<file path="config.mk">
export PLATFORM = sky130hd
export DESIGN_NAME = sdr_write
export DESIGN_NICKNAME = d
export VERILOG_FILES = /design/src/rtl/sdr_write.sv
export SDC_FILE = /design/constraint.sdc
export NUM_CORES = 1
export LEC_CHECK = 0
export ABC_CLOCK_PERIOD_IN_PS = 4500
export BUFFER_PORTS_ARGS = -buffer_cell sky130_fd_sc_hd__buf_2
export CORE_MARGIN = 3
export CORE_UTILIZATION = 53
export DETAILED_ROUTE_END_ITERATION = 7
export PLACE_DENSITY = 0.91
export SLEW_MARGIN = 10
export SYNTH_ARGS = -nofsm -noshare
export SYNTH_HDL_FRONTEND = slang
export SYNTH_SLANG_ARGS = --single-unit
</file>
<file path="constraint.sdc">
create_clock -name clk -period 4.5 [get_ports clk]
set_input_delay 0.45 -clock clk [delete_from_list [all_inputs] [get_ports clk]]
set_output_delay 0.45 -clock clk [all_outputs]
set_load 0.02 [all_outputs]
</file>
<file path="src/rtl/sdr_write.sv">
// Single-burst SDR SDRAM write engine: ACTIVE, then WRITE with auto-precharge,
// drives BL data words on DQ and pulses done_w once the bank has closed.
module sdr_write #(
    parameter int BL   = 4,
    parameter int TRCD = 2,
    parameter int TWR  = 2,
    parameter int TRP  = 2
) (
    input  logic               clk,
    input  logic               rst_n,
    input  logic               req_w,
    output logic               done_w,
    input  logic [24:0]        laddr_w,
    input  logic [BL*16-1:0]   wrdata,
    input  logic [BL*2-1:0]    wrmask,
    output logic [4:0]         cmd_w,
    output logic [12:0]        addr_w,
    output logic [1:0]         ba_w,
    output logic [15:0]        dq_w,
    output logic               dq_oe,
    output logic [1:0]         dqm_w
);

    localparam logic [4:0] CMD_INIT   = 5'b0_1_111;
    localparam logic [4:0] CMD_NOP    = 5'b1_0_111;
    localparam logic [4:0] CMD_ACTIVE = 5'b1_0_011;
    localparam logic [4:0] CMD_WRITE  = 5'b1_0_100;

    // Wide enough for the whole TRCD+BL+TWR+TRP sequence.
    localparam int CW = $clog2(TRCD + BL + TWR + TRP + 1);

    localparam logic [CW-1:0] ACT_LAST  = CW'(TRCD - 1);
    localparam logic [CW-1:0] WR_LAST   = CW'(BL - 1);
    localparam logic [CW-1:0] REC_LAST  = CW'(TWR + TRP - 1);
    localparam logic [CW-1:0] DONE_PREV = CW'(TWR + TRP - 2);

    typedef enum logic [1:0] {
        IDLE,
        ACT,
        WR,
        RECOV
    } state_t;

    state_t            state;
    logic [CW-1:0]     cnt;
    logic [BL*16-1:0]  data_q;
    logic [BL*2-1:0]   mask_q;
    logic [9:0]        col_q;
    logic              accept;
    logic              take_word;

    assign accept    = (state == IDLE) && req_w;
    // A word leaves the payload shifter on the WRITE cycle and every further data cycle.
    assign take_word = ((state == ACT) && (cnt == ACT_LAST)) ||
                       ((state == WR)  && (cnt != WR_LAST));

    // NOTE: payload registers have no reset; they are always loaded on acceptance
    // before anything reads them, so a reset would only cost routing.
    always_ff @(posedge clk) begin
        if (accept) begin
            data_q <= wrdata;
            mask_q <= wrmask;
            col_q  <= laddr_w[9:0];
        end else if (take_word) begin
            data_q <= data_q >> 16;
            mask_q <= mask_q >> 2;
        end
    end

    always_ff @(posedge clk or negedge rst_n) begin
        if (!rst_n) begin
            state  <= IDLE;
            cnt    <= '0;
            cmd_w  <= CMD_INIT;
            addr_w <= '0;
            ba_w   <= '0;
            dq_w   <= '0;
            dq_oe  <= 1'b0;
            dqm_w  <= 2'b11;
            done_w <= 1'b0;
        end else begin
            // NOTE: defaults first, then per-state overrides; all assignments here
            // are non-blocking so every output is a clean register.
            cmd_w  <= CMD_NOP;
            done_w <= 1'b0;
            unique case (state)
                IDLE: begin
                    if (req_w) begin
                        state  <= ACT;
                        cnt    <= '0;
                        cmd_w  <= CMD_ACTIVE;
                        ba_w   <= laddr_w[24:23];
                        addr_w <= laddr_w[22:10];
                    end
                end
                ACT: begin
                    if (cnt == ACT_LAST) begin
                        state  <= WR;
                        cnt    <= '0;
                        cmd_w  <= CMD_WRITE;
                        addr_w <= {2'b00, 1'b1, col_q};
                        dq_w   <= data_q[15:0];
                        dqm_w  <= mask_q[1:0];
                        dq_oe  <= 1'b1;
                    end else begin
                        cnt <= cnt + 1'b1;
                    end
                end
                WR: begin
                    if (cnt == WR_LAST) begin
                        state <= RECOV;
                        cnt   <= '0;
                        dq_w  <= '0;
                        dqm_w <= 2'b11;
                        dq_oe <= 1'b0;
                    end else begin
                        cnt   <= cnt + 1'b1;
                        dq_w  <= data_q[15:0];
                        dqm_w <= mask_q[1:0];
                    end
                end
                RECOV: begin
                    // done_w is registered, so it is raised one cycle ahead of the last RECOV cycle.
                    done_w <= (cnt == DONE_PREV);
                    if (cnt == REC_LAST) begin
                        state <= IDLE;
                        cnt   <= '0;
                    end else begin
                        cnt <= cnt + 1'b1;
                    end
                end
                default: state <= IDLE;
            endcase
        end
    end

endmodule

</file>
# [After elaboration in Yosys (flattened, before gate mapping)]
# Cells that the tools add are included.
[totals] ff_bits=128 out_inout_bits=40 in_bits=100 word_cells=67
[op_classes] reduce_logical=14 n_addsub=1 eq_ne=11 muxes=29
[op_table] operator="$mux 64" count=2
[op_table] operator="$mux 16" count=2
[op_table] operator="$pmux 16 s2" count=1
[op_table] operator="$mux 13" count=2
[op_table] operator="$pmux 13 s2" count=1
[op_table] operator="$mux 8" count=2
[op_table] operator="$mux 2" count=7
[op_table] operator="$mux 4" count=3
[op_table] operator="$pmux 4 s3" count=1
[op_table] operator="$eq 4x2->1 const B" count=2
[op_table] operator="$pmux 2 s4" count=1
[op_table] operator="$pmux 3 s2" count=1
[op_table] operator="$reduce_and 3->1" count=2
[op_table] operator="$reduce_bool 2->1" count=3
[op_table] operator="$add 4x1->4 const B" count=1
[op_table] operator="$eq 2x2->1 const B" count=2
[op_table] operator="$eq 4x1->1 const B" count=1
[op_table] operator="$ne 2x1->1 const B" count=2
[op_table] operator="$ne 2x2->1 const B" count=2
[op_table] operator="$ne 4x2->1 const B" count=1
[op_table] operator="$pmux 2 s2" count=1
[op_table] operator="$reduce_and 2->1" count=2
[op_table] operator="$reduce_and 4->1" count=1
[op_table] operator="$logic_and 1x1->1" count=3
[op_table] operator="other kinds (7)" count=9

# [Logic depth before layout (Yosys ltp)]
[depth] depth_word=5 depth_mapped=8 depth_no_buf=6

# [Worst setup path after synthesis]
# Ideal clock, no wire load.
[synth_timing] path_kind="reg2reg" startpoint="reg state[0]" endpoint="reg data_q[0] (enable)" required_ps=3584 period_less_slack_ps=3874 path_stages_with_launch=8 path_slack_ps=626 arrival_ps=2958 setup_time_ps=916 path_buffers=3 cell_sequence="dfrtp_1 > inv_1 > ha_1 > and2_1 > clkbuf_1 > buf_4 > buf_4 > nand3b_1"
[synth_between] elab_cells_between_ends=8 cone_classes="eq/ne (2); reduce/logical (6)"
[synth_lines] element="start: declaration" line="44" rtl="state_t state;"
[synth_lines] element="start signal: assignment" line="72" rtl="state <= IDLE;"
[synth_lines] element="start signal: assignment" line="89" rtl="state <= ACT;"
[synth_lines] element="start signal: assignment" line="98" rtl="state <= WR;"
[synth_lines] element="$logic_not 2->1" line="52" rtl="assign accept = (state == IDLE) && req_w;"
[synth_lines] element="$logic_and 1x1->1" line="52"
[synth_lines] element="via accept" line="49" rtl="logic accept;"
[synth_lines] element="$reduce_bool 2->1 (no source line)"
[synth_lines] element="end signal: assignment" line="61" rtl="data_q <= wrdata;"
[synth_lines] element="end signal: assignment" line="65" rtl="data_q <= data_q >> 16;"
[synth_lines] element="end: declaration" line="46" rtl="logic [BL*16-1:0] data_q;"
# The timed path passes the listed nets, and every way through them passes these cells.
# A chain may end at the register's enable or synchronous reset.

# [Worst setup path in the final report]
[layout_timing] startpoint="reg state[0]" endpoint="reg data_q[46] (enable)"
[layout_between] elab_chain_len=4 elab_cells_between_ends=8 cone_classes="eq/ne (2); reduce/logical (6)"
[layout_rtl] element="$eq 2x1->1 or $eq 2x2->1 (tied branches)" line="54, 55"
[layout_rtl] element="$logic_and 1x1->1, on equally long branches" line="54, 55"
[layout_rtl] element="$logic_or 1x1->1" line="54" rtl="assign take_word = ((state == ACT) && (cnt == ACT_LAST)) ||"
[layout_rtl] element="$reduce_bool 2->1 (no source line) (*)"
# Every way passes the cells marked *; elsewhere a longest branch is shown, timed or not.

==> out/results.txt <==
In this run, post-CTS hold repair placed 0 buffers. The number of ports placed on the die boundary was 140. The global-route total usage across every layer came out at 19.66%. The area growth from synthesis to layout is 25.26%. The floorplan step set the die height to 106.3 um. The cell count after placement is 594. The worst hold slack is 0.09623 ns. TritonCTS built the clock tree.

In this run the static leakage power is 2.903 nW. In the routed layout, each cell is associated on average with a via count of 5.118. Once detailed placement completed, the half-perimeter wirelength came to 7.397 mm.

During synthesis, Yosys emitted a total of 0 warnings. The worst setup path is launched from a flip-flop. The register-to-register setup slack was 1.39 ns.

The final layout contains 592 nets. Synthesis produced a netlist whose cell count is 344. Dividing total power by cell area gives a power density of 789.0 nW/um2.

The cell sitting at the root of the clock tree is a clkbuf_8. The routed length per placed instance is 17.17 um, and the first-pass iteration count of the detailed router is 4. The critical path class was flip-flop to flip-flop. In this run, synthesis inferred 82 flip-flops with an integrated enable. For the worst setup path, the data required time is 4.63 ns. The tools report the number of antenna violations at the first check in global routing as 1. The library cell used most frequently in the layout, excluding fill and tap cells, is buf_2. The start point of the critical path is state[0]$_DFFE_PN0P_.

Among all flip-flop cells after synthesis, the most frequent one is edfxtp_1. In this run the cell area of the synthesized design comes to 5330 um2. CTS built an H-tree with a depth of 4. The total design power is 5.268 mW, and the max-slew violation count is 0.

Setup repair after global routing left no endpoint under its margin. The run gives 37 as the post-synthesis cell type count. The first global-routing pass estimated 17.00 mm of wire. The clock latency at the later pin of the worst-skew pair is 0.51 ns, and the aggregate global routing overflow is 0.

The reported max-cap violation count is 0, and the final routed wirelength across all metal layers is 10.77 mm. Clock tree synthesis found a total of 127 sinks. The sequential share of the synthesized area is 67.44%, and the length in cells of the worst reg-to-reg path is 5.

The remaining number of nets flagged by the antenna check after routing is 0, and the number of setup buffers added after CTS is 0. The last weighted congestion value of the routability-driven placer was 0.8009. Port buffering added 139 buffers.

The critical register-to-register path endpoint is data_q[46]$_DFFE_PP_. Counting flops and latches in the post-synthesis netlist gives 127. Setup total negative slack on the finished layout was measured at 0 ns. The share of synthesized registers carrying an async set or reset is 35.43%, and the clock transition time at the flip-flop clock pins of the worst setup and hold paths is 0.06 ns.

The die is 106.3 um wide. After synthesis, the mean cell area works out to 15.49 um2. In this run the worst hold path is classified as input pin to async pin. The post-route clock period utilization is 69.04%, and the clock buffer count from CTS is 17. The starting density of the core was 56.09%; the total number of placement rows was 35. The logs give 34.02% for the relative slew slack and 0.007915 ns for the clock skew. The critical-path maximum fanout is 72, and the maximum resistive drop on vdd is 0.4362 mV. The maximum clock frequency is 321.9 MHz. STA classifies the critical path endpoint as a flip-flop. The placeable core area was 9503 um2; the post-CTS resize count was 0.

The number of global-route vias before repair was 3347; the final count of hold timing violations was 0. For this block, the initial DRC count from the detailed router was 151. The finished layout holds 627 standard cells, fillers aside. Termination of the worst setup path: data_q[46]$_DFFE_PP_.

The routed design could run at a clock period as short as 3.107 ns. For the pin with the worst max-slew slack, the measured transition is 0.9896 ns. After detailed routing, the number of remaining DRC violations is 0. Entering global routing, the biggest net connects 73 pins.

When the netlist entered floorplanning its net count stood at 452. The run gives 3.24 ns as the arrival time of data at the critical path endpoint. The floorplan step defined a die boundary enclosing 11300 um2.

Setup violations remaining at the end of the flow were counted as 0. In the final layout, the share of cells above drive strength 1 is 49.50%. The total number of vias came out at 3209. The library cells used most frequently in the layout, excluding fill and tap cells, are buf_2, edfxtp_1, mux2_2. The critical register-to-register path startpoint is state[0]$_DFFE_PN0P_.

The flow ran to the end, and the final reports show no timing, DRC or antenna violations. The number of buffers on the longest clock path came out at 2.
metal layers:
layer	vias up	track usage [%]	routed length (um)
li1	1549	-	-
met1	1555	25.89	4566
met2	96	31.76	5573
met3	9	4.311	520
met4	0	8.233	105
met5	-	0	0
flip-flops by register name, indices dropped and copies added (netlist names):
register and count:
ba_w 2, col_q 10, done_w 1, dqm_w 2, cmd_w 4, state 2
dq_oe 1, addr_w 13, mask_q 8, cnt 4, data_q 64, dq_w 16
synthesized netlist by cell type (2+ instances only):
master	number	area [um2]
a21o_1	2	15.01
a21oi_1	3	15.01
a22o_1	15	131.4
a22o_2	2	20.02
and3_1	18	112.6
buf_2	8	40.04
buf_4	4	30.03
buf_6	4	45.04
clkbuf_1	4	15.01
conb_1	2	7.510
dfrtp_1	40	1001
dfstp_2	5	131.4
edfxtp_1	82	2462
ha_1	8	100.1
inv_1	8	30.03
mux2_2	57	641.9
mux2i_1	12	120.1
nand2_1	25	93.84
nand2b_1	2	12.51
nor2_1	6	22.52
nor2b_1	4	25.02
nor3_1	3	15.01
nor3b_1	2	15.01
o21ai_0	15	75.07
worst max-delay path, stage by stage, from the launching register on:
cell and delay [ns]:
dfrtp_1 0.40, inv_1 0.13, ha_1 0.52, and2_2 0.77, nand3b_1 0.20, buf_4 0.69
worst min path at each step:
| stage | to | slack [ns] | depth (start not counted) |
|---|---|---|---|
| floorplan | addr_w[0]$_DFFE_PN0P_ | 0.15 | 0 |
| global placement | dq_w[9]$_DFFE_PN0P_ | 0.45 | 1 |
| detailed placement | dq_w[15]$_DFFE_PN0P_ | 0.45 | 1 |
| CTS | col_q[0]$_DFFE_PP_ | 0.09 | 1 |
| global route | col_q[5]$_DFFE_PP_ | 0.10 | 1 |
| finish | addr_w[0]$_DFFE_PN0P_ | 0.1 | 1 |
report_power, final:
part	switching [mW]	total [mW]	internal (mW)
combinational	0.992	1.69	0.698
clock	0.510	1.36	0.850
sequential	0.197	2.22	2.02
total	1.70	5.27	3.57
metrics by stage:
stage	worst slack, ns	util [%]	cell area (um2)
2_1_floorplan	0.6259	-	5330
3_3_place_gp	1.596	63.94	6076
3_5_place_dp	1.404	63.94	6076
4_1_cts	1.367	70.23	6674
5_1_grt	1.096	70.26	6676
6_report	1.393	70.26	6676
logic make-up after synthesis:
| group | count (synthesis) | share of synthesized area [%] |
|---|---|---|
| flip-flops | 127 | 67.44 |
| multiplexers | 69 | 14.30 |
| AND/OR/NAND/NOR | 67 | 7.160 |
| AO/OA/AOI/OAI | 42 | 5.986 |
| buffers and inverters | 29 | 3.098 |
| adder cells (fa/ha/maj) | 8 | 1.878 |
| other | 2 | 0.1409 |
final cells by class:
cell class | count | area [um2]
flip-flops and latches | 127 | 3595
fillers | 625 | 2826
multi-input cells | 188 | 1572
repair buffers | 142 | 718.2
clock buffers | 17 | 414.1
clock inverters | 15 | 183.9
well taps | 129 | 161.4
inverters | 8 | 30.03
diodes | 1 | 2.502
Power figures use the tool's default switching activity.
